File: src/rtl/uart_tx_fifo_if.sv
// Producer-side word interface of uart_tx_fifo, plus a debug view of the transmitter state.
// Valid/ready: a word transfers on every rising edge where i_uart_data_valid && o_uart_ready;
// the producer holds data stable while valid is high and not yet accepted.
interface uart_tx_fifo_if #(
   parameter int N_DATA_BITS = 8
);
   logic                   i_uart_data_valid;
   logic [N_DATA_BITS-1:0] i_uart_data;
   logic                   o_uart_ready;
   logic [2:0]             o_uart_state;

   modport master (
      output i_uart_data_valid,
      output i_uart_data,
      input  o_uart_ready,
      input  o_uart_state
   );

   modport slave (
      input  i_uart_data_valid,
      input  i_uart_data,
      output o_uart_ready,
      output o_uart_state
   );
endinterface

File: src/rtl/uart_tx_fifo.sv
// UART transmitter with internal baud divider, optional parity, 1/2 stop bits and an
// input FIFO so frames can leave back-to-back while the producer bursts words in.
module uart_tx_fifo #(
   parameter int N_DATA_BITS  = 8,
   parameter int PARITY_MODE  = 0,
   parameter int N_STOP_BITS  = 1,
   parameter int CLKS_PER_BIT = 868,
   parameter int FIFO_DEPTH   = 4
) (
   input  logic                        i_uart_clk,
   input  logic                        i_uart_reset,
   input  logic                        i_uart_en,
   uart_tx_fifo_if.slave               s_uart,
   output logic                        o_uart_tx,
   output logic                        o_uart_busy,
   output logic [$clog2(FIFO_DEPTH):0] o_uart_fifo_count
);
   localparam int PTR_W  = $clog2(FIFO_DEPTH);
   localparam int CNT_W  = PTR_W + 1;
   localparam int BAUD_W = (CLKS_PER_BIT > 1) ? $clog2(CLKS_PER_BIT) : 1;
   localparam int IDX_W  = $clog2(N_DATA_BITS);

   localparam logic [BAUD_W-1:0] BAUD_LAST = BAUD_W'(CLKS_PER_BIT - 1);
   localparam logic [IDX_W-1:0]  DATA_LAST = IDX_W'(N_DATA_BITS - 1);
   localparam logic [IDX_W-1:0]  STOP_LAST = IDX_W'(N_STOP_BITS - 1);
   localparam logic [CNT_W-1:0]  CNT_FULL  = CNT_W'(FIFO_DEPTH);

   typedef enum logic [2:0] {
      S_IDLE   = 3'd0,
      S_START  = 3'd1,
      S_DATA   = 3'd2,
      S_PARITY = 3'd3,
      S_STOP   = 3'd4
   } state_t;

   state_t                 r_state;
   state_t                 w_state_nxt;
   logic [N_DATA_BITS-1:0] r_mem [FIFO_DEPTH];
   logic [PTR_W-1:0]       r_wr_ptr;
   logic [PTR_W-1:0]       r_rd_ptr;
   logic [CNT_W-1:0]       r_count;
   logic [N_DATA_BITS-1:0] r_shift;
   logic                   r_parity;
   logic                   r_tx;
   logic [BAUD_W-1:0]      r_baud;
   logic [IDX_W-1:0]       r_bit_idx;

   logic w_full;
   logic w_empty;
   logic w_push;
   logic w_pop;
   logic w_can_start;
   logic w_bit_end;
   logic w_tx_nxt;
   logic w_word_parity;

   assign w_full        = (r_count == CNT_FULL);
   assign w_empty       = (r_count == '0);
   assign w_push        = s_uart.i_uart_data_valid && !w_full;
   assign w_can_start   = !w_empty && i_uart_en;
   assign w_bit_end     = (r_baud == BAUD_LAST);
   assign w_word_parity = (PARITY_MODE == 2) ? ~^r_mem[r_rd_ptr] : ^r_mem[r_rd_ptr];

   assign s_uart.o_uart_ready = !w_full;
   assign s_uart.o_uart_state = r_state;
   assign o_uart_tx           = r_tx;
   assign o_uart_busy         = (r_state != S_IDLE);
   assign o_uart_fifo_count   = r_count;

   // Pointers wrap naturally because FIFO_DEPTH is a power of two.
   always_ff @(posedge i_uart_clk or posedge i_uart_reset) begin
      if (i_uart_reset) begin
         r_wr_ptr <= '0;
         r_rd_ptr <= '0;
         r_count  <= '0;
      end else begin
         if (w_push) r_wr_ptr <= r_wr_ptr + 1'b1;
         if (w_pop)  r_rd_ptr <= r_rd_ptr + 1'b1;
         case ({w_push, w_pop})
            2'b10:   r_count <= r_count + 1'b1;
            2'b01:   r_count <= r_count - 1'b1;
            default: r_count <= r_count;
         endcase
      end
   end

   always_ff @(posedge i_uart_clk) begin
      if (w_push) r_mem[r_wr_ptr] <= s_uart.i_uart_data;
   end

   // w_tx_nxt is the line level for the current state; it appears on the pin one cycle later.
   always_comb begin
      w_state_nxt = r_state;
      w_pop       = 1'b0;
      w_tx_nxt    = 1'b1;
      case (r_state)
         S_IDLE: begin
            if (w_can_start) begin
               w_pop       = 1'b1;
               w_state_nxt = S_START;
            end
         end
         S_START: begin
            w_tx_nxt = 1'b0;
            if (w_bit_end) w_state_nxt = S_DATA;
         end
         S_DATA: begin
            w_tx_nxt = r_shift[0];
            if (w_bit_end && (r_bit_idx == DATA_LAST))
               w_state_nxt = (PARITY_MODE != 0) ? S_PARITY : S_STOP;
         end
         S_PARITY: begin
            w_tx_nxt = r_parity;
            if (w_bit_end) w_state_nxt = S_STOP;
         end
         S_STOP: begin
            if (w_bit_end && (r_bit_idx == STOP_LAST)) begin
               if (w_can_start) begin
                  w_pop       = 1'b1;
                  w_state_nxt = S_START;
               end else begin
                  w_state_nxt = S_IDLE;
               end
            end
         end
         default: w_state_nxt = S_IDLE;
      endcase
   end

   always_ff @(posedge i_uart_clk or posedge i_uart_reset) begin
      if (i_uart_reset) begin
         r_state   <= S_IDLE;
         r_tx      <= 1'b1;
         r_shift   <= '0;
         r_parity  <= 1'b0;
         r_baud    <= '0;
         r_bit_idx <= '0;
      end else begin
         r_state <= w_state_nxt;
         r_tx    <= w_tx_nxt;
         if (w_pop) begin
            r_shift  <= r_mem[r_rd_ptr];
            r_parity <= w_word_parity;
         end else if ((r_state == S_DATA) && w_bit_end) begin
            r_shift <= r_shift >> 1;
         end
         // Every state change restarts the bit timing, including STOP -> START.
         if ((r_state == S_IDLE) || (w_state_nxt != r_state)) begin
            r_baud    <= '0;
            r_bit_idx <= '0;
         end else if (w_bit_end) begin
            r_baud    <= '0;
            r_bit_idx <= r_bit_idx + 1'b1;
         end else begin
            r_baud <= r_baud + 1'b1;
         end
      end
   end
endmodule

File: src/flat_wrapper.sv
// flat-port wrapper written by rule: the top's interface ports become plain ports
module uart_tx_fifo_flat 
#(
   parameter int N_DATA_BITS  = 8,
   parameter int PARITY_MODE  = 0,
   parameter int N_STOP_BITS  = 1,
   parameter int CLKS_PER_BIT = 868,
   parameter int FIFO_DEPTH   = 4
)
  (i_uart_clk, i_uart_reset, i_uart_en, o_uart_tx, o_uart_busy, o_uart_fifo_count, s_uart_i_uart_data_valid, s_uart_i_uart_data, s_uart_o_uart_ready, s_uart_o_uart_state);
  uart_tx_fifo_if #(.N_DATA_BITS(N_DATA_BITS)) s_uart_i ();
  input  logic i_uart_clk;
  input  logic i_uart_reset;
  input  logic i_uart_en;
  output logic o_uart_tx;
  output logic o_uart_busy;
  output logic [$clog2(FIFO_DEPTH):0] o_uart_fifo_count;
  input wire logic [$bits(s_uart_i.i_uart_data_valid)-1:0] s_uart_i_uart_data_valid;
  input wire logic [$bits(s_uart_i.i_uart_data)-1:0] s_uart_i_uart_data;
  output wire logic [$bits(s_uart_i.o_uart_ready)-1:0] s_uart_o_uart_ready;
  output wire logic [$bits(s_uart_i.o_uart_state)-1:0] s_uart_o_uart_state;
  assign s_uart_i.i_uart_data_valid = s_uart_i_uart_data_valid;
  assign s_uart_i.i_uart_data = s_uart_i_uart_data;
  assign s_uart_o_uart_ready = s_uart_i.o_uart_ready;
  assign s_uart_o_uart_state = s_uart_i.o_uart_state;
  uart_tx_fifo #(.N_DATA_BITS(N_DATA_BITS), .PARITY_MODE(PARITY_MODE), .N_STOP_BITS(N_STOP_BITS), .CLKS_PER_BIT(CLKS_PER_BIT), .FIFO_DEPTH(FIFO_DEPTH)) u_core (.i_uart_clk(i_uart_clk), .i_uart_reset(i_uart_reset), .i_uart_en(i_uart_en), .s_uart(s_uart_i), .o_uart_tx(o_uart_tx), .o_uart_busy(o_uart_busy), .o_uart_fifo_count(o_uart_fifo_count));
endmodule
File: config.mk
export PLATFORM = sky130hd
export DESIGN_NAME = uart_tx_fifo_flat
export DESIGN_NICKNAME = d
export VERILOG_FILES = /design/src/rtl/uart_tx_fifo_if.sv /design/src/rtl/uart_tx_fifo.sv /design/src/flat_wrapper.sv
export SDC_FILE = /design/constraint.sdc
export NUM_CORES = 1
export LEC_CHECK = 0
export BUFFER_PORTS_ARGS = -buffer_cell sky130_fd_sc_hd__buf_2
export CELL_PAD_IN_SITES_DETAIL_PLACEMENT = 0
export CELL_PAD_IN_SITES_GLOBAL_PLACEMENT = 1
export CORE_MARGIN = 2
export CORE_UTILIZATION = 49
export CTS_CLUSTER_DIAMETER = 120
export DETAILED_ROUTE_END_ITERATION = 8
export PLACE_DENSITY_LB_ADDON = 0.1
export SYNTH_ARGS = -nofsm -noshare
export SYNTH_HDL_FRONTEND = slang
export SYNTH_SLANG_ARGS = --single-unit
File: constraint.sdc
create_clock -name i_uart_clk -period 3.25 [get_ports i_uart_clk]
set_input_delay 0 -clock i_uart_clk [delete_from_list [all_inputs] [get_ports i_uart_clk]]
set_output_delay 0 -clock i_uart_clk [all_outputs]
set_load 0.02 [all_outputs]
==> flow_summary.json <==
{
  "run_status": "completed",
  "power.density_nw_per_um2": 851,
  "dr.pass1.iters": 4,
  "critical_path_buf_inv_count": 1,
  "wirelength_mm": 5.08,
  "fp.dieW_um": 81.0,
  "arrival_ns": 3.17,
  "period_share_pct": 89.9,
  "total_leakage_power_nw": 1.39,
  "worstPathCellList": "ha_1, or3b_1, nor4_1, o21a_1, ha_1, inv_1, fa_1, xor2_1, nor2_1, xor2_1",
  "crit_family": "simple AND/OR/NAND/NOR gates",
  "pwr-share-comb_pct": 31.8,
  "die_area_um2": 6550,
  "ys_seq_area_share_pct": 61.6,
  "cp.required_ns": 3.50,
  "switching_share_pct": 33.3,
  "ant_nets": 0,
  "reg2reg_to": "u_core.o_uart_fifo_count[2]$_DFFE_PP0P_",
  "p_int_mw": 1.90,
  "criticalPathCategory": "reg -> reg",
  "cts_sinks": 65,
  "drive_above_1_share_pct": 18.1,
  "finalHoldViolCount": 0,
  "synth.top_cell.area_share_pct": 33.1,
  "drv_cap": 0,
  "instances_no_fill": 335,
  "ctsResizeCount": 0,
  "grt_pass1_wl_mm": 8.40,
  "syn_inst": 221,
  "ys_ff_latch": 65,
  "post-route-util_pct": 57.5,
  "final_area_um2": 3340,
  "numCtsBuffers": 9,
  "num_antenna_cells": 0,
  "path_clk_slew_ns": 0.07,
  "regToRegStartpoint": "u_core.r_baud[0]$_DFF_PP0_",
  "holdPathStages": 3,
  "synthesis.nets": 243,
  "antenna_found_initial": 0,
  "h-tree-depth": 3,
  "drt-initial-drc-count": 55,
  "fin_crit_ns": 2.92,
  "fin_tns_setup_ns": 0,
  "rows": 28,
  "final_cell_mix": "32 x dfrtp_1, 32 x edfxtp_1, 26 x nand2_1, 20 x buf_2",
  "grtUsageTotal_pct": 17.7,
  "p_seq_share_pct": 45.6,
  "dp_cells": 310,
  "clockBufferDepth": 2,
  "drc": 0,
  "area_growth_pct": 15.3,
  "start_kind": "flip-flop",
  "regToRegSetupSlack_ns": 0.33,
  "vias": 1727,
  "cts_setup_buffers": 0,
  "place_area_um2": 3070,
  "grt_pass1_vias": 1849,
  "gp_congestion": 0.834,
  "avgSynthCellArea_um2": 13.1,
  "relSlewSlack_pct": 53.1,
  "cp-end-kind": "flip-flop",
  "setup_violations": 0,
  "rsz0062_at_grt": "no",
  "fin_ws_ns": 0.329,
  "grt_max_degree": 34,
  "ys_types": 38,
  "core-area_um2": 5820,
  "root_buffer": "clkbuf_8",
  "yosysTopAreaCell": "edfxtp_1",
  "port_buffers": 20,
  "max_freq_mhz": 342,
  "crit_slowest_cell": "nor4_1",
  "hold_start": "s_uart_i_uart_data_valid",
  "ys_warn_count": 0,
  "gr-total-overflow": 0,
  "cts_tree": "built",
  "dp_hpwl_mm": 3.61,
  "p_switching_mw": 0.949,
  "syn_area_um2": 2900,
  "crit_path_max_fanout": 4,
  "hold_path_end": "u_core.r_wr_ptr[0]$_DFFE_PP0P_",
  "nNetsFinal": 277,
  "die_h_um": 81.0,
  "power_frac_clock_pct": 22.6,
  "worst_path_largest_cell_delay_ns": 0.49,
  "ios": 21,
  "avgViaCountPerCell": 5.16,
  "tightest_slew_ns": 0.698,
  "synthTopCellsByArea": "edfxtp_1 33%, dfrtp_1 28%, mux4_2 6.2%, xnor2_1 4.8%, ha_1 3.9%",
  "wl_per_cell_um": 15.2,
  "clkLatencyLatePin_ns": 0.33,
  "hp-class": "in -> reg",
  "dp_worst_setup_slack_ns": 0.369,
  "reg2reg_depth": 10,
  "maxSlewViolCount": 0,
  "finalClockSkew_ns": 0.00410,
  "max-vdd-ir-drop_mv": 0.425,
  "initial_utilization_pct": 49.9
}
==> layout make-up <==
| class | count | area, µm² |
|---|---|---|
| clock buffers | 10 | 128 |
| clock inverters | 6 | 58.8 |
| fillers | 498 | 2470 |
| inverters | 11 | 41.3 |
| multi-input cells | 137 | 1030 |
| flip-flops and latches | 65 | 1790 |
| well taps | 75 | 93.8 |
| repair buffers | 31 | 205 |
==> how the worst max path moves through the flow <==
stage,start,end,slack [ns],cells past startpoint
after CTS,u_core.r_baud[0]$_DFF_PP0_,u_core.o_uart_fifo_count[2]$_DFFE_PP0P_,0.35,10
after floorplan,u_core.r_baud[0]$_DFF_PP0_,u_core.o_uart_fifo_count[2]$_DFFE_PP0P_,0.47,11
final,u_core.r_baud[0]$_DFF_PP0_,u_core.o_uart_fifo_count[2]$_DFFE_PP0P_,0.33,10
after global routing,u_core.r_baud[0]$_DFF_PP0_,u_core.o_uart_fifo_count[2]$_DFFE_PP0P_,0.15,10
after global placement,u_core.r_baud[0]$_DFF_PP0_,u_core.o_uart_fifo_count[2]$_DFFE_PP0P_,0.54,10
after detailed placement,u_core.r_baud[0]$_DFF_PP0_,u_core.o_uart_fifo_count[2]$_DFFE_PP0P_,0.37,10
==> metal layers <==
layer / track usage (%) / part of all wire [%] / up-vias
met4: 6.61 / 1.1 / 0
met2: 27.8 / 49 / 25
met3: 6.00 / 3.2 / 6
met5: 0 / 0 / -
li1: - / - / 849
met1: 22.8 / 47 / 847
==> Yosys cell counts <==
| cell | number |
|---|---|
| dfstp_2 | 1 |
| nand2_1 | 26 |
| dfrtp_1 | 32 |
| o32a_1 | 1 |
| and4_1 | 1 |
| nand2b_1 | 2 |
| xor2_1 | 6 |
| clkbuf_1 | 3 |
| nor4_1 | 1 |
| nand3b_1 | 1 |
| inv_1 | 11 |
| a31o_2 | 1 |
| nand3_1 | 5 |
| and3_1 | 5 |
| edfxtp_1 | 32 |
| and2_1 | 1 |
| buf_2 | 4 |
| nor2_1 | 16 |
| xnor2_1 | 16 |
| nand4_1 | 1 |
| a21oi_1 | 5 |
| buf_6 | 1 |
| nor3_1 | 2 |
| o211ai_1 | 1 |
| o21a_1 | 1 |
| mux4_2 | 8 |
| fa_1 | 1 |
| nand4bb_1 | 1 |
| o22ai_1 | 1 |
| o311a_1 | 1 |
| mux2_2 | 1 |
| o221ai_1 | 1 |
| mux2i_1 | 6 |
| or3b_1 | 1 |
| o21ai_1 | 6 |
| ha_1 | 9 |
| o21ai_0 | 7 |
| or3_1 | 2 |
==> cells by family (layout without fill, tap and decap cells) <==
family / count (synthesis) / after routing / synth area share (%)
flip-flops: 65 / 65 / 61.6
AND/OR/NAND/NOR: 65 / 65 / 10.5
AO/OA/AOI/OAI: 25 / 25 / 5.13
XOR/XNOR: 22 / 22 / 6.64
buffers and inverters: 19 / 58 / 2.89
multiplexers: 15 / 15 / 8.67
adder cells (fa/ha/maj): 10 / 10 / 4.57
==> per-stage QoR <==
| step | power [mW] | hold slack (ns) |
|---|---|---|
| floorplan | 1.99 | 0.0989 |
| global placement | 2.17 | 0.101 |
| detailed placement | 2.23 | 0.119 |
| CTS | 2.89 | 0.0134 |
| global route | 3.05 | 0.0513 |
| finish | 2.85 | 0.0313 |
==> power by group through the flow <==
stage | sequential [mW] | combinational (mW) | clock, mW
2_1_floorplan | 1.25 | 0.743 | 0
3_3_place_gp | 1.29 | 0.876 | 0
3_5_place_dp | 1.32 | 0.917 | 0
4_1_cts | 1.30 | 0.926 | 0.661
5_1_grt | 1.33 | 1.02 | 0.700
6_report | 1.30 | 0.906 | 0.644
==> tightest hold or removal path: cells and delay by family <==
kind | cells | cell delay [ns]
AND/OR/NAND/NOR | 1 | 0.12
XOR/XNOR | 1 | 0.07
buffers and inverters | 1 | 0.12
==> repair_timing <==
item,4_1_cts,5_1_grt
endpoints found under the hold margin,64,0
endpoints found under the setup margin,0,0
hold buffers,9,0
==> flip-flops by register name, indices dropped and copies added (netlist names), 2 cells and up <==
register,flops
u_core.s_uart.o_uart_state,3
u_core.r_mem,32
u_core.r_rd_ptr,2
u_core.o_uart_fifo_count,3
u_core.r_shift,8
u_core.r_bit_idx,3
u_core.r_baud,10
u_core.r_wr_ptr,2
Power figures use the tool's default switching activity.
